===== src/rtl/apb_i2c_pkg.sv =====
// Shared definitions for the APB-to-I2C bridge.
//   - register byte offsets (PADDR[1:0] must be zero)
//   - bus FSM state encoding
//   - IRQ_STAT / IRQ_EN bit positions and STATUS bit positions
package apb_i2c_pkg;

    localparam logic [7:0] OFF_TXDATA   = 8'h00;
    localparam logic [7:0] OFF_RXDATA   = 8'h04;
    localparam logic [7:0] OFF_CONFIG   = 8'h08;
    localparam logic [7:0] OFF_TIMEOUT  = 8'h0C;
    localparam logic [7:0] OFF_STATUS   = 8'h10;
    localparam logic [7:0] OFF_IRQ_EN   = 8'h14;
    localparam logic [7:0] OFF_IRQ_STAT = 8'h18;

    typedef enum logic [1:0] {
        IDLE    = 2'd0,
        ACCESS  = 2'd1,
        RX_WAIT = 2'd2
    } state_t;

    localparam int IRQ_TXE  = 0;
    localparam int IRQ_RXNE = 1;
    localparam int IRQ_ERR  = 2;
    localparam int IRQ_W    = 3;

    localparam int ST_TXE = 0;
    localparam int ST_TXF = 1;
    localparam int ST_RXE = 2;
    localparam int ST_ERR = 3;
    localparam int ST_W   = 4;

endpackage


===== src/rtl/apb_i2c_bridge_v2_irq_ctrl.sv =====
// Interrupt controller for the APB-to-I2C bridge.
// Ports:
//   PCLK, PRESET             clock, asynchronous active-high reset
//   tx_empty, rx_empty       FIFO level flags from the I2C core
//   i2c_error                I2C core error level
//   irq_en   [IRQ_W-1:0]     interrupt mask (1 = enabled)
//   w1c      [IRQ_W-1:0]     one-cycle write-1-to-clear strobe
//   irq_stat [IRQ_W-1:0]     sticky event flags
//   irq                      registered, masked interrupt request
module apb_i2c_bridge_v2_irq_ctrl
    import apb_i2c_pkg::*;
(
    input  logic             PCLK,
    input  logic             PRESET,
    input  logic             tx_empty,
    input  logic             rx_empty,
    input  logic             i2c_error,
    input  logic [IRQ_W-1:0] irq_en,
    input  logic [IRQ_W-1:0] w1c,
    output logic [IRQ_W-1:0] irq_stat,
    output logic             irq
);

    // History starts as "FIFOs empty, no error" so reset itself raises no event.
    logic             tx_empty_q;
    logic             rx_empty_q;
    logic             err_q;
    logic [IRQ_W-1:0] set_vec;

    always_comb begin
        set_vec           = '0;
        set_vec[IRQ_TXE]  = tx_empty & ~tx_empty_q;
        set_vec[IRQ_RXNE] = ~rx_empty & rx_empty_q;
        set_vec[IRQ_ERR]  = i2c_error & ~err_q;
    end

    always_ff @(posedge PCLK or posedge PRESET) begin
        if (PRESET) begin
            tx_empty_q <= 1'b1;
            rx_empty_q <= 1'b1;
            err_q      <= 1'b0;
            irq_stat   <= '0;
            irq        <= 1'b0;
        end else begin
            tx_empty_q <= tx_empty;
            rx_empty_q <= rx_empty;
            err_q      <= i2c_error;
            // A new event in the same cycle as its clear must not be lost.
            irq_stat   <= (irq_stat & ~w1c) | set_vec;
            irq        <= |(irq_stat & irq_en);
        end
    end

endmodule


===== src/rtl/apb_i2c_bridge_v2.sv =====
// APB slave bridging the system bus to the I2C core FIFOs and registers.
// Ports:
//   PCLK, PRESET                 clock, asynchronous active-high reset
//   PSELx/PENABLE/PWRITE/PADDR/PWDATA   APB request
//   PRDATA/PREADY/PSLVERR        APB response (combinational)
//   wr_ena, write_data_on_tx     TX FIFO push
//   tx_full, tx_empty            TX FIFO flags
//   rd_ena, read_data_on_rx      RX FIFO pop; data valid RX_LAT cycles later
//   rx_empty                     RX FIFO flag
//   i2c_error                    I2C core error level
//   cfg, timeout                 CONFIG / TIMEOUT registers
//   irq                          registered interrupt
module apb_i2c_bridge_v2
    import apb_i2c_pkg::*;
#(
    parameter int DATA_W = 32,
    parameter int ADDR_W = 8,
    parameter int CFG_W  = 14,
    parameter int TO_W   = 14,
    parameter int RX_LAT = 1
) (
    input  logic              PCLK,
    input  logic              PRESET,
    input  logic              PSELx,
    input  logic              PENABLE,
    input  logic              PWRITE,
    input  logic [ADDR_W-1:0] PADDR,
    input  logic [DATA_W-1:0] PWDATA,
    output logic [DATA_W-1:0] PRDATA,
    output logic              PREADY,
    output logic              PSLVERR,
    output logic              wr_ena,
    output logic [DATA_W-1:0] write_data_on_tx,
    input  logic              tx_full,
    input  logic              tx_empty,
    output logic              rd_ena,
    input  logic [DATA_W-1:0] read_data_on_rx,
    input  logic              rx_empty,
    input  logic              i2c_error,
    output logic [CFG_W-1:0]  cfg,
    output logic [TO_W-1:0]   timeout,
    output logic              irq
);

    localparam logic [ADDR_W-1:0] A_TX   = ADDR_W'(OFF_TXDATA);
    localparam logic [ADDR_W-1:0] A_RX   = ADDR_W'(OFF_RXDATA);
    localparam logic [ADDR_W-1:0] A_CFG  = ADDR_W'(OFF_CONFIG);
    localparam logic [ADDR_W-1:0] A_TO   = ADDR_W'(OFF_TIMEOUT);
    localparam logic [ADDR_W-1:0] A_ST   = ADDR_W'(OFF_STATUS);
    localparam logic [ADDR_W-1:0] A_IEN  = ADDR_W'(OFF_IRQ_EN);
    localparam logic [ADDR_W-1:0] A_ISTA = ADDR_W'(OFF_IRQ_STAT);
    localparam bit                HAS_WAIT = (RX_LAT != 0);

    state_t           state, state_nxt;
    logic [2:0]       cnt;
    logic [IRQ_W-1:0] irq_en;
    logic [IRQ_W-1:0] irq_stat;
    logic [IRQ_W-1:0] w1c;
    logic [ST_W-1:0]  status;

    logic sel_tx, sel_rx, sel_cfg, sel_to, sel_st, sel_ien, sel_ista;
    logic mapped, bus_err, acc_phase, rx_pop, wr_cmplt;
    logic [DATA_W-1:0] rd_mux;

    // Offsets are all word aligned, so an exact match also checks alignment.
    assign sel_tx   = (PADDR == A_TX);
    assign sel_rx   = (PADDR == A_RX);
    assign sel_cfg  = (PADDR == A_CFG);
    assign sel_to   = (PADDR == A_TO);
    assign sel_st   = (PADDR == A_ST);
    assign sel_ien  = (PADDR == A_IEN);
    assign sel_ista = (PADDR == A_ISTA);
    assign mapped   = sel_tx | sel_rx | sel_cfg | sel_to | sel_st | sel_ien | sel_ista;

    assign bus_err = ~mapped
                   | ( PWRITE & (sel_rx | sel_st))
                   | (~PWRITE & sel_tx)
                   | ( PWRITE & sel_tx & tx_full)
                   | (~PWRITE & sel_rx & rx_empty);

    assign acc_phase = (state == ACCESS) & PSELx & PENABLE;
    assign rx_pop    = acc_phase & ~PWRITE & sel_rx & ~rx_empty;
    assign wr_cmplt  = acc_phase & PWRITE & ~bus_err;

    always_comb begin
        status         = '0;
        status[ST_TXE] = tx_empty;
        status[ST_TXF] = tx_full;
        status[ST_RXE] = rx_empty;
        status[ST_ERR] = i2c_error;
    end

    always_ff @(posedge PCLK or posedge PRESET) begin
        if (PRESET) begin
            state <= IDLE;
            cnt   <= '0;
        end else begin
            state <= state_nxt;
            if (state == ACCESS && state_nxt == RX_WAIT) begin
                cnt <= 3'(RX_LAT - 1);
            end else if (state == RX_WAIT && cnt != 3'd0) begin
                cnt <= cnt - 3'd1;
            end
        end
    end

    always_comb begin
        state_nxt = state;
        case (state)
            IDLE: begin
                if (PSELx && !PENABLE) state_nxt = ACCESS;
            end
            ACCESS: begin
                if (!PSELx) begin
                    state_nxt = IDLE;
                end else if (PENABLE) begin
                    state_nxt = (rx_pop && HAS_WAIT) ? RX_WAIT : IDLE;
                end
            end
            RX_WAIT: begin
                // Dropping PSELx abandons the read; the popped word is lost.
                if (!PSELx || cnt == 3'd0) state_nxt = IDLE;
            end
            default: state_nxt = IDLE;
        endcase
    end

    always_comb begin
        rd_mux = '0;
        case (PADDR)
            A_RX:    rd_mux = read_data_on_rx;
            A_CFG:   rd_mux = DATA_W'(cfg);
            A_TO:    rd_mux = DATA_W'(timeout);
            A_ST:    rd_mux = DATA_W'(status);
            A_IEN:   rd_mux = DATA_W'(irq_en);
            A_ISTA:  rd_mux = DATA_W'(irq_stat);
            default: rd_mux = '0;
        endcase
    end

    always_comb begin
        PREADY           = 1'b0;
        PSLVERR          = 1'b0;
        PRDATA           = '0;
        wr_ena           = 1'b0;
        write_data_on_tx = '0;
        rd_ena           = 1'b0;
        w1c              = '0;
        if (acc_phase) begin
            rd_ena  = rx_pop;
            PREADY  = ~(rx_pop & HAS_WAIT);
            PSLVERR = bus_err;
            if (PWRITE && sel_tx && !bus_err) begin
                wr_ena           = 1'b1;
                write_data_on_tx = PWDATA;
            end
            if (!PWRITE && !bus_err && PREADY) PRDATA = rd_mux;
            if (wr_cmplt && sel_ista) w1c = PWDATA[IRQ_W-1:0];
        end else if (state == RX_WAIT && PSELx && cnt == 3'd0) begin
            // rx_empty may already be set again after the pop, so bypass the
            // error decode and return the captured FIFO word directly.
            PREADY = 1'b1;
            PRDATA = read_data_on_rx;
        end
    end

    always_ff @(posedge PCLK or posedge PRESET) begin
        if (PRESET) begin
            cfg     <= '0;
            timeout <= '0;
            irq_en  <= '0;
        end else if (wr_cmplt) begin
            if (sel_cfg) cfg     <= PWDATA[CFG_W-1:0];
            if (sel_to)  timeout <= PWDATA[TO_W-1:0];
            if (sel_ien) irq_en  <= PWDATA[IRQ_W-1:0];
        end
    end

    apb_i2c_bridge_v2_irq_ctrl u_irq (
        .PCLK      (PCLK),
        .PRESET    (PRESET),
        .tx_empty  (tx_empty),
        .rx_empty  (rx_empty),
        .i2c_error (i2c_error),
        .irq_en    (irq_en),
        .w1c       (w1c),
        .irq_stat  (irq_stat),
        .irq       (irq)
    );

endmodule

===== config.mk =====
export PLATFORM = sky130hd
export DESIGN_NAME = apb_i2c_bridge_v2
export DESIGN_NICKNAME = d
export VERILOG_FILES = /design/src/rtl/apb_i2c_pkg.sv /design/src/rtl/apb_i2c_bridge_v2_irq_ctrl.sv /design/src/rtl/apb_i2c_bridge_v2.sv
export SDC_FILE = /design/constraint.sdc
export NUM_CORES = 1
export LEC_CHECK = 0
export CELL_PAD_IN_SITES_DETAIL_PLACEMENT = 0
export CELL_PAD_IN_SITES_GLOBAL_PLACEMENT = 1
export CORE_MARGIN = 8
export CORE_UTILIZATION = 26
export CTS_CLUSTER_DIAMETER = 80
export CTS_CLUSTER_SIZE = 28
export DETAILED_ROUTE_END_ITERATION = 16
export PLACE_DENSITY_LB_ADDON = 0.12
export SLEW_MARGIN = 10
export SYNTH_ARGS = -nofsm -noshare
export SYNTH_HDL_FRONTEND = slang
export SYNTH_HIERARCHICAL = 1
export SYNTH_SLANG_ARGS = --single-unit
export TNS_END_PERCENT = 100

===== constraint.sdc =====
create_clock -name PCLK -period 3.8 [get_ports PCLK]
set_clock_uncertainty 0.2 [all_clocks]
set_input_delay 0.76 -clock PCLK [delete_from_list [all_inputs] [get_ports PCLK]]
set_output_delay 0.76 -clock PCLK [all_outputs]
set_load 0.005 [all_outputs]

==> results.py <==
metrics = {
    "global_routing": {
        "antenna_found_initial": 0,
        "grt_overflow": 0,
        "grt_max_degree": 28,
        "grt_usage": 0.1506,
        "grt_pass1_wl_mm": 16.91,
        "grt_pass1_vias": 3104,
    },
    "worst_setup_path": {
        "crit_path_start_kind": "primary input",
        "crit_chain": "dlygate4sd2_1 -> or4_4 -> or4b_4 -> nor4b_4 -> buf_4 -> buf_4 -> a22o_1 -> buf_2",
        "crit_type": "in -> out",
        "crit_top_cell": "buf_4",
        "critical_path.max_fanout": 3,
        "r2r_cells": 6,
        "cp.arrival_ns": 2.77,
        "cp_top_family": "simple AND/OR/NAND/NOR gates",
        "ff2ff_setup_slack_ns": 1.56,
        "crit_buf_inv": 4,
        "worst_setup_path_end_kind": "primary output",
        "cp_slowest_cell": "or4_4",
        "critPathMaxStageDelay_ns": 0.54,
        "cp.required_ns": 2.84,
        "timing.rr.end": "cfg[10]",
        "timing.rr.start": "state[1]",
    },
    "sta": {
        "slew_headroom": 0.4506,
        "grt_setup_unrepaired": "false",
        "hold_violations": 0,
        "slew_viol_final": 0,
        "fin_setup_tns_ns": 0,
        "setup_viol": 0,
        "fmaxAchievable_mhz": 268.3,
        "final.min_clock_period_ns": 3.727,
        "post-route-period-util": 0.9808,
        "worstMarginPinSlew_ns": 0.8232,
    },
    "worst_hold_path": {
        "whs_endpoint": "u_irq/irq_stat[2]",
        "hold_depth": 1,
        "min_path_type": "reg -> reg",
        "min_from": "u_irq/err_q",
    },
    "status": {
        "outcome": "completed",
    },
    "drt": {
        "ant_nets": 0,
        "drcViolationCount": 0,
        "first_pass_iters": 5,
        "wl_met1_mm": 4.307,
        "vias_per_cell": 4.572,
        "vias": 2807,
        "routedWlPerCell_um": 17.07,
        "dr.max_layer_used": "met4",
        "route.met3.wl_mm": 1.096,
        "dr_wl_met2_mm": 5.008,
        "wl_mm": 10.48,
        "drt_iter0_drc": 105,
    },
    "floorplan": {
        "initial_core_util": 0.2639,
        "design.portCount": 178,
        "core_area_um2": 10180,
        "dieWidth_um": 117.7,
        "die_area_um2": 13850,
        "num_rows": 37,
        "die_height_um": 117.7,
    },
    "synthesis": {
        "synth.avg_cell_area_um2": 10.18,
        "synthesis.nets": 347,
        "synth_cell_types": 47,
        "yosysWarnings": 6,
        "ys_seq_area_frac": 0.4013,
        "syn-cell-area_um2": 2688,
        "synth_area_leaders": "dfrtp_1, mux2_2, and2_1",
        "synth_most_common_cell": "and2_1",
        "yosysTopAreaCell": "dfrtp_1",
        "ys_top_cells_by_count": "and2_1, dfrtp_1, mux2_2",
        "synth_top_area_frac": 0.3818,
        "synth_ff_type": "dfrtp_1",
        "async_reset_ff_frac": 1.000,
        "syn_inst": 264,
        "synth-edff-count": 0,
        "ys_ff_latch": 43,
    },
    "clock_network": {
        "cts-buffers-inserted": 5,
        "clock-root-buffer": "clkbuf_8",
        "cts_tree": "yes",
        "htreeDepth": 2,
        "cts_hold_buf": 0,
        "cts_sinks": 43,
        "cts_buffer_depth": 2,
        "clk_pin_slew_ns": 0.08,
        "clock_latency_ns": 0.29,
    },
    "cells_and_area": {
        "layout-drive-gt1-share": 0.2531,
        "final_util": 0.4909,
        "design_area_um2": 5000,
        "antenna_cells": 0,
        "synthToLayoutAreaGrowth_pct": 86.03,
        "fin_nets": 560,
    },
    "pwr": {
        "ir_drop_mv": 0.1411,
        "leakage_uw": 0.002426,
        "power_density_nw_per_um2": 182.8,
    },
    "job": {
        "cap_violations": 0,
    },
    "placed_design": {
        "dp_hpwl_mm": 8.570,
        "numPortBuffers": 177,
        "place.gp.congestion": 0.8478,
        "placed_area_um2": 4907,
    },
}
-- power breakdown --
group / switching, µW / internal [µW]
logic: 58.5 / 106
registers: 2.17 / 462
clock network: 155 / 130
-- cell families after synthesis --
| group | after synthesis | share of synthesized area |
|---|---|---|
| AO/OA/AOI/OAI | 31 | 0.09497 |
| XOR/XNOR | 2 | 0.006519 |
| adder cells (fa/ha/maj) | 2 | 0.009309 |
| buffers and inverters | 28 | 0.04283 |
| flip-flops | 43 | 0.4013 |
| multiplexers | 48 | 0.1932 |
| AND/OR/NAND/NOR | 110 | 0.2519 |
-- flip-flops by register name, indices dropped and copies added (netlist names) --
register	count
u_irq/tx_empty_q	1
u_irq/irq	1
cnt	3
u_irq/irq_stat	3
cfg	14
irq_en	3
u_irq/err_q	1
state	2
timeout	14
u_irq/rx_empty_q	1
-- metal layers --
layer / vias up / track usage
met5: - / 0
li1: 1344 / -
met2: 142 / 0.2565
met1: 1316 / 0.1704
met3: 5 / 0.06619
met4: 0 / 0.03203
-- placed cells by master, fill, tap and decap left out, drive strengths merged, types with 2 or more instances in the layout --
cell	instances
ha	2
or4	3
nor2	7
mux2	31
nor4b	2
nor3	6
and2	53
inv	12
nor2b	5
dfrtp	41
o22ai	6
nand2	14
nor4	3
nand2b	3
clkdlybuf4s50	120
mux2i	17
buf	56
clkdlybuf4s15	6
dlymetal6s2s	2
dlygate4sd2	38
a221o	3
nand3	2
xnor2	2
a22o	3
clkbuf	7
dfstp	2
or4b	3
o21ai	11
-- repair_timing --
item	CTS	global route
pin swaps	11	3
endpoints found under the setup margin	50	39
resized for setup	111	4
cloned	1	0
buffers inserted	2	1
-- worst reg2reg max path, delay by kind of cell, from the launching register on --
family	cells	cell delay, ns
and+or+nand+nor	3	0.87
buffers and inverters	2	0.34
muxes	1	0.34
DFF	1	0.40
-- layout make-up --
cell class / instances / area, µm²
Tap cell: 136 / 170.2
Fill cell: 1012 / 5185
Timing Repair Buffer: 222 / 2059
Clock buffer: 7 / 76.32
Inverter: 12 / 45.04
Multi-Input combinational cell: 193 / 1563
Sequential cell: 43 / 1079
Clock inverter: 1 / 7.507
-- worst max path at each step --
stage | start | end | slack [ns] | cells after the start
floorplan | PADDR[5] | PRDATA[10] | 0.49 | 5
global placement | PADDR[5] | PRDATA[0] | -0.60 | 8
detailed placement | PADDR[5] | PRDATA[0] | -0.59 | 8
CTS | PADDR[6] | PRDATA[7] | 0.004 | 7
global route | PWRITE | write_data_on_tx[2] | 0.008 | 7
finish | PWRITE | PRDATA[0] | 0.07 | 8
-- stage by stage --
stage	hold WS (ns)	total power, µW	setup slack (ns)	instances
2_1_floorplan	0.1988	509.8	0.4885	264
3_3_place_gp	0.2138	634.7	-0.5979	602
3_5_place_dp	0.2290	636.8	-0.5925	602
4_1_cts	0.2397	932.1	0.003663	613
5_1_grt	0.2502	961.8	0.008366	614
6_report	0.2393	914.1	0.07290	614
(Power assumes the default switching activity.)
